<file path="config.mk">
export PLATFORM = sky130hd
export DESIGN_NAME = rvfi_reg_tracer
export DESIGN_NICKNAME = d
export VERILOG_FILES = /design/src/rtl/rvfi_reg_tracer.sv
export SDC_FILE = /design/constraint.sdc
export NUM_CORES = 2
export LEC_CHECK = 0
export CAP_MARGIN = 25
export CORE_UTILIZATION = 32
export CTS_BUF_LIST = sky130_fd_sc_hd__clkbuf_16
export CTS_CLUSTER_DIAMETER = 40
export CTS_CLUSTER_SIZE = 20
export DETAILED_ROUTE_END_ITERATION = 10
export PLACE_DENSITY = 0.44
export SLEW_MARGIN = 40
export SYNTH_ARGS = -nofsm -noshare
export SYNTH_HDL_FRONTEND = slang
export SYNTH_SLANG_ARGS = --single-unit
</file>
<file path="constraint.sdc">
create_clock -name clock -period 4.7 [get_ports clock]
set_input_delay 0.705 -clock clock [delete_from_list [all_inputs] [get_ports clock]]
set_output_delay 0.705 -clock clock [all_outputs]
set_load 0.02 [all_outputs]
</file>
<file path="src/rtl/rvfi_reg_tracer.sv">
// RVFI trace source: turns a per-lane instruction feed into a register-consistent
// RVFI stream backed by a shadow register file, with optional single-shot rs1 corruption.
module rvfi_reg_tracer #(
   parameter int XLEN = 32,
   parameter int NRET = 1
) (
   input  logic                 clock,
   input  logic                 resetn,
   input  logic [NRET-1:0]      in_valid,
   input  logic [5*NRET-1:0]    in_rs1_addr,
   input  logic [5*NRET-1:0]    in_rs2_addr,
   input  logic [5*NRET-1:0]    in_rd_addr,
   input  logic [XLEN*NRET-1:0] in_rd_wdata,
   input  logic                 fault_en,
   input  logic [4:0]           fault_reg,
   output logic [NRET-1:0]      rvfi_valid,
   output logic [64*NRET-1:0]   rvfi_order,
   output logic [5*NRET-1:0]    rvfi_rs1_addr,
   output logic [5*NRET-1:0]    rvfi_rs2_addr,
   output logic [5*NRET-1:0]    rvfi_rd_addr,
   output logic [XLEN*NRET-1:0] rvfi_rs1_rdata,
   output logic [XLEN*NRET-1:0] rvfi_rs2_rdata,
   output logic [XLEN*NRET-1:0] rvfi_rd_wdata,
   output logic                 fault_fired,
   output logic [1:0]           fault_state
);

   // Handshake: valid-only, no ready. Every lane in the contiguous in_valid prefix is
   // accepted at the edge and appears on rvfi_* one cycle later with rvfi_valid set.

   localparam logic [1:0] ST_IDLE  = 2'd0;
   localparam logic [1:0] ST_ARMED = 2'd1;
   localparam logic [1:0] ST_FIRED = 2'd2;

   logic [XLEN-1:0] regs [32];
   logic [63:0]     next_order;
   logic [1:0]      state;
   logic [4:0]      armed_reg;

   logic [NRET-1:0] lane_v;
   logic [NRET-1:0] fire_vec;
   logic            fire;
   logic [63:0]     n_ret;
   logic [XLEN-1:0] rs1_d [NRET];
   logic [XLEN-1:0] rs2_d [NRET];

   always_comb begin
      logic            run;
      logic [4:0]      rs1_a;
      logic [4:0]      rs2_a;
      logic [4:0]      rd_j;
      run      = 1'b1;
      fire     = 1'b0;
      fire_vec = '0;
      n_ret    = '0;
      lane_v   = '0;
      for (int k = 0; k < NRET; k++) begin
         run       = run & in_valid[k];
         lane_v[k] = run;
         n_ret     = n_ret + 64'(run);
         rs1_a     = in_rs1_addr[5*k +: 5];
         rs2_a     = in_rs2_addr[5*k +: 5];
         rs1_d[k]  = (rs1_a == 5'd0) ? '0 : regs[rs1_a];
         rs2_d[k]  = (rs2_a == 5'd0) ? '0 : regs[rs2_a];
         // Forward from earlier lanes; the later lane in the scan overrides, so highest j<k wins.
         for (int j = 0; j < k; j++) begin
            rd_j = in_rd_addr[5*j +: 5];
            if (lane_v[j] && rd_j != 5'd0 && rd_j == rs1_a) rs1_d[k] = in_rd_wdata[XLEN*j +: XLEN];
            if (lane_v[j] && rd_j != 5'd0 && rd_j == rs2_a) rs2_d[k] = in_rd_wdata[XLEN*j +: XLEN];
         end
         if (state == ST_ARMED && !fire && run && rs1_a == armed_reg && rs1_a != 5'd0) begin
            fire        = 1'b1;
            fire_vec[k] = 1'b1;
         end
      end
   end

   always_ff @(posedge clock) begin
      if (!resetn) begin
         for (int r = 0; r < 32; r++) regs[r] <= '0;
         next_order     <= '0;
         state          <= ST_IDLE;
         armed_reg      <= '0;
         rvfi_valid     <= '0;
         rvfi_order     <= '0;
         rvfi_rs1_addr  <= '0;
         rvfi_rs2_addr  <= '0;
         rvfi_rd_addr   <= '0;
         rvfi_rs1_rdata <= '0;
         rvfi_rs2_rdata <= '0;
         rvfi_rd_wdata  <= '0;
         fault_fired    <= 1'b0;
      end else begin
         for (int k = 0; k < NRET; k++) begin
            rvfi_valid[k]                  <= lane_v[k];
            rvfi_order[64*k +: 64]         <= lane_v[k] ? next_order + 64'(k) : 64'd0;
            rvfi_rs1_addr[5*k +: 5]        <= lane_v[k] ? in_rs1_addr[5*k +: 5] : 5'd0;
            rvfi_rs2_addr[5*k +: 5]        <= lane_v[k] ? in_rs2_addr[5*k +: 5] : 5'd0;
            rvfi_rd_addr[5*k +: 5]         <= lane_v[k] ? in_rd_addr[5*k +: 5] : 5'd0;
            rvfi_rs1_rdata[XLEN*k +: XLEN] <= lane_v[k] ? (rs1_d[k] ^ XLEN'(fire_vec[k])) : '0;
            rvfi_rs2_rdata[XLEN*k +: XLEN] <= lane_v[k] ? rs2_d[k] : '0;
            rvfi_rd_wdata[XLEN*k +: XLEN]  <= (lane_v[k] && in_rd_addr[5*k +: 5] != 5'd0)
                                              ? in_rd_wdata[XLEN*k +: XLEN] : '0;
            // Later lanes are assigned last, so the highest lane wins on a duplicate rd.
            if (lane_v[k] && in_rd_addr[5*k +: 5] != 5'd0)
               regs[in_rd_addr[5*k +: 5]] <= in_rd_wdata[XLEN*k +: XLEN];
         end
         next_order  <= next_order + n_ret;
         fault_fired <= fire;
         case (state)
            ST_IDLE: if (fault_en) begin
               state     <= ST_ARMED;
               armed_reg <= fault_reg;
            end
            ST_ARMED: if (fire) state <= ST_FIRED;
            ST_FIRED: if (!fault_en) state <= ST_IDLE;
            default:  state <= ST_IDLE;
         endcase
      end
   end

   assign fault_state = state;

endmodule

</file>
=== Word level (Yosys, flattened, before mapping) ===
Memories as Yosys holds them, arrays and structs flattened. A register that Yosys moved wholly into a read port is not among the register bits.
Index checks and enable logic that the tools add are counted.

* $add $sub $neg: 1
* Equality and inequality tests: 6
* Muxes and demuxes: 13
* Bitwise gates (word level): 3
* Reductions and logical operators: 15

{| class="wikitable"
|+ Operators with widths
! operator !! number
|-
| $add 64x1->64 || 1
|-
| $mux 32 || 2
|-
| $reduce_or 32->1 || 1
|-
| $xor 32x1->32 || 1
|-
| $logic_not 5->1 || 2
|-
| $reduce_bool 5->1 || 2
|-
| $mux 1 || 6
|-
| $mux 2 || 3
|-
| $ne 2x2->1 const B || 3
|-
| $pmux 2 s3 || 1
|-
| $reduce_and 2->1 || 3
|-
| $eq 5x5->1 || 1
|-
| $mux 5 || 1
|-
| $logic_and 1x1->1 || 4
|-
| $reduce_and 3->1 || 1
|-
| $reduce_or 3->1 || 1
|-
| $eq 2x1->1 const B || 1
|-
| $eq 2x2->1 const B || 1
|-
| $logic_not 2->1 || 1
|-
| $not 1->1 || 2
|}

* Bits in registers: 216
* RAM bits: 1,024
* Input bits: 56
* Output and inout port bits: 179
* Memories: 1

{| class="wikitable"
|+ Memories
! name !! depth !! bits a word !! read ports !! clocked after memory_dff !! write ports !! line !! text
|-
| regs || 32 || 32 || 2 || 1 || 32 || 35 || <nowiki>logic [XLEN-1:0] regs [32];</nowiki>
|}

=== Logic depth before layout (Yosys ltp) ===
* Depth after elaboration: 7
* Mapped depth: 9
* Gate-level depth less buffers: 7

=== Worst setup path after synthesis ===
No wires, ideal clock.

* Path kind: input to register
* From: input resetn
* To: memory regs[20][0] (enable)
* Library setup time: 466 ps
* Arrival: 3,688 ps
* Slack: 546 ps
* Stages on the path: 4
* Buffers on the path: 1
* Path through: nand2_1 or3_1 clkbuf_1 o21ai_0

{| class="wikitable"
|+ RTL lines
! item !! line !! text
|-
| start: declaration || 8 || <nowiki>input logic resetn,</nowiki>
|-
| end: declaration || 35 ||
|}

=== Final worst setup path ===
* From: register rvfi_rs2_rdata[18] (read register of regs)
* To: output rvfi_rs2_rdata[18]

{| class="wikitable"
|+ RTL lines
! item !! line !! text
|-
| start: declaration || 22 || <nowiki>output logic [XLEN*NRET-1:0] rvfi_rs2_rdata,</nowiki>
|}

No word-level cell between the ends.

==> results.md <==
- Once the clock tree was built, the resizer swapped 0 gates to a different size.
- Wires add up to ~220 mm.
- The maximum fanout count along the critical path is 1.
- The worst register-to-register path begins at next_order[20]$_SDFF_PN0_.
- Setup repair after global routing left no endpoint under its margin.
- The number of violations of the max-capacitance limit is 0.
- The worst-case IR drop observed on VDD is around 0.00027 V.
- After synthesis, the largest area contributor takes up 49.5% of total cell area.
- In this run the number of cells on the critical path is 1.
- The final count of pins violating max slew is 0.
- After routing the design area is ~77000 um^2.
- For this design the top-level I/O count stands at between 200 and 250.
- In the finished design, the share of the clock period the worst path needs comes to around three fifths.
- The buffer and inverter count on the worst path is 1.
- Following the worst setup path forward leads to its endpoint at rvfi_rs2_rdata[18].
- After synthesis, the cell types taking the most area are sky130_fd_sc_hd__edfxtp_1 (49%), sky130_fd_sc_hd__mux4_2 (16%), sky130_fd_sc_hd__and2_1 (10%), sky130_fd_sc_hd__dfxtp_1 (8.0%), sky130_fd_sc_hd__mux2i_1 (4.8%).
- Across all setup checks in the final design, the least slack found is around 1800 ps.
- Across all register-to-register paths, the minimum setup slack is between 2000 and 2500 ps.
- Yosys mapped the design onto 53 distinct sky130hd cell types.
- More flip-flops sit in one register than any other, and that register is regs.
- The wire-length estimate of the detail-placed layout is between 100 and 150 mm.
- Across all layers, the routed design uses 39300 vias.
- No sink is reached through more buffers than the 4 on the longest clock path.
- Global routing consumed, over all layers together, between 20% and 30% of the routing resources.
- The largest single stage delay on the critical path is 690 ps.
- The launching element type of the critical path is a flop.
- The headroom to the max-slew limit is between 40% and 50%.
- The number of global-route vias before repair is 40700.
- The per-cell routed wire length is 30.6 um.
- The critical path endpoint category is a primary output.
- The initial standard-cell utilization of the core is roughly a third.
- The cell count of the worst reg-to-reg path is 5.
- The count of mapped cells out of synthesis is approximately 4300.
- Prior to clock tree synthesis, the placed netlist has a worst setup slack of between 1000 and 1500 ps.
- The final critical-path required period is roughly 2900 ps.
- The cell area after placement is between 60000 and 70000 um^2.
- After clock tree synthesis, the flow added hold-fix buffers numbering 0.
- From synthesis to final layout, the design area changed by 24.4%.
- The final-stage net count is ~4700.
- The final standard cell count with taps included and fillers excluded is ~7300.
- The yosys synthesis warning count is 0.
- The via density per instance is 5.36.
- The static leakage power is approximately 27 nW.
- The worst clock skew on the final layout is between 50 and 60 ps.
- The total CTS buffers is approximately 270.
- The full die area is 196000 um^2.
- The H-tree depth is 5.
- The transition time at the pin with the least slew margin is ~900 ps.
- The run finished with clean final reports.
- The root buffer cell is sky130_fd_sc_hd__clkbuf_16.
- The combined area of the multi-input logic cells is between 20000 and 30000 um^2.
- For this design the ratio of total power to cell area is between 400 and 500 nW/um^2.
- The master of the slowest instance on the critical path is sky130_fd_sc_hd__clkdlybuf4s50_1.
- Tracing the worst setup path back leads to its startpoint at rvfi_rs2_rdata[18]$_SDFF_PP0_.
- The type of the setup path with the least slack is flop to primary output.
- The clock edge transition at the registers on the reported setup and hold paths is 60 ps.
- The signal on the critical path passes through clkdlybuf4s50_1.
- In this run the vertical extent of the chip is ~440 um.
- Sequential cells were found to cover between 50% and 60% of the synthesized design area.
- The utilization after layout is about 40%.
- Setup violations remaining at the end of the flow were counted as 0.
- The pin count of the biggest net entering global routing is 92.
- The class of the tightest hold or removal check is primary input to flop.
- The final setup TNS is 0 ps.
- Buffers added to address setup during post-CTS repair amount to 0.
- During placement, the flow inserted port buffers numbering about 230.
- The first-pass detailed-route iteration total is 5.
- The post-synthesis sequential element count is roughly 1300.
- The cell type contributing the most total cell area after synthesis is sky130_fd_sc_hd__edfxtp_1.
- The summed instance area of the synthesized netlist is about 62000 um^2.
- The post-detailed-route count of antenna-violating nets is 0.
- The initial antenna violation count was 17.
- Clock latency on the worst-skew pair, taken at its later pin, is 900 ps.
- The cell family contributing the most delay on the critical path is buffers and inverters.
- The mean post-synth cell area is ~14 um^2.
- The register with the most flip-flops in the layout has 1024 of them.
- The worst-case hold slack is 123 ps.
- The largest registers in the layout are regs x1024, next_order x64, rvfi_order x64.
- The post-route netlist has 23.7% of its cells at a drive strength greater than 1.
- The final weighted congestion in routability-driven placement is between 0.8 and 0.9.
- Static timing analysis puts the maximum clock frequency at roughly 350 MHz.
- Measured along the x axis, the die boundary spans between 400 and 500 um.
- The number of placed instances with taps included is between 6000 and 7000.
- The fraction of synthesis flops using an asynchronous set or reset pin is 0%.
- In this run the critical register-to-register path is captured at next_order[63]$_SDFF_PN0_.
- For this block, the initial DRC count from the detailed router was 3240.
- The number of hold violations in the final report was 0.
- The synthesized design contains between 1000 and 1500 enable-type register cells.
- The arrival time reported for the critical path endpoint is about 2200 ps.
- The residual overflow from global routing is 0.
- In the layout the commonest cells are sky130_fd_sc_hd__and2_1 (1029), sky130_fd_sc_hd__edfxtp_1 (1024), sky130_fd_sc_hd__mux4_2 (439).
- Fill cells in the final layout number roughly 18000.
- Registers take between 30000 and 40000 um^2.
- The total design power is between 30 and 40 mW.
- The global-route wire length before repair is about 310 mm.
- The core area is 193000 um^2.
- The initialized floorplan defines about 160 standard-cell rows.
- TritonCTS built the clock tree.
- STA puts the critical path data required time at 3990 ps.
- The most common library cell in the layout ignoring fill and taps is sky130_fd_sc_hd__and2_1.
- The prevailing post-synth register cell is sky130_fd_sc_hd__edfxtp_1.
- In the routed design, unresolved DRC markers number 0.
- Counting every sink on the clock net gives roughly 1300.
## worst min path at each step
stage                               from                           to  cells after the start
5_1_grt                   in_rs1_addr[4]  rvfi_rs1_addr[4]$_SDFF_PN0_                      2
4_1_cts                   in_rs1_addr[4]  rvfi_rs1_addr[4]$_SDFF_PN0_                      2
3_3_place_gp   next_order[59]$_SDFF_PN0_    next_order[59]$_SDFF_PN0_                      2
2_1_floorplan  next_order[59]$_SDFF_PN0_    next_order[59]$_SDFF_PN0_                      2
3_5_place_dp   next_order[59]$_SDFF_PN0_    next_order[59]$_SDFF_PN0_                      2
6_report                  in_rs1_addr[4]  rvfi_rs1_addr[4]$_SDFF_PN0_                      2
## final cells by class
| class | instances | share of cell area [%] |
|---|---|---|
| sequential | 1272 | 46.2 |
| antenna | 4 | 0.0130 |
| tap | 2526 | 4.09 |
| timing repair buffer | 419 | 5.57 |
| clock inverter | 190 | 2.01 |
| inverter | 15 | 0.0793 |
| multi-input combinational | 2634 | 32.7 |
| clock buffer | 287 | 9.29 |
## metal layers
metal	vias up	global-route usage (%)	wire, um
li1	17200	-	-
met1	20400	29.1	93400
met5	-	0	0
met3	419	3.75	12000
met4	0	9.99	10000
met2	1385	37.9	109000
## synth_stat cells (27+ instances only)
cell                       count
sky130_fd_sc_hd__or3_1        54
sky130_fd_sc_hd__edfxtp_1   1024
sky130_fd_sc_hd__nand3_1      27
sky130_fd_sc_hd__buf_2        36
sky130_fd_sc_hd__buf_1        33
sky130_fd_sc_hd__o22ai_1      64
sky130_fd_sc_hd__mux2i_1     301
sky130_fd_sc_hd__o31ai_1      51
sky130_fd_sc_hd__o221ai_1    128
sky130_fd_sc_hd__and3_1       70
sky130_fd_sc_hd__mux4_2      439
sky130_fd_sc_hd__nor2_1      110
sky130_fd_sc_hd__buf_4        40
sky130_fd_sc_hd__and2_1     1029
sky130_fd_sc_hd__o21ai_0      48
sky130_fd_sc_hd__nand2_1      37
sky130_fd_sc_hd__dfxtp_1     248
sky130_fd_sc_hd__clkbuf_1    314
sky130_fd_sc_hd__a21oi_1     103
## kinds of logic (layout without fill, tap and decap cells)
group	Yosys count	count (layout)	share of synthesized area (%)
buffers and inverters	442	911	3.03
muxes	741	741	20.8
AOI/OAI and AO/OA	414	414	4.55
adders and majority gates	2	2	0.0403
other	1	36	0.00604
xor gates and xnor gates	24	24	0.338
and+or+nand+nor	1421	1421	13.8
DFF	1272	1272	57.5
## power by group
group / internal, mW / switching [mW]
clock: 12.0 / 6.28
sequential: 12.7 / 0.289
combinational: 1.21 / 1.75
total: 26.0 / 8.33
No activity file was read; power rests on OpenSTA's default activity.
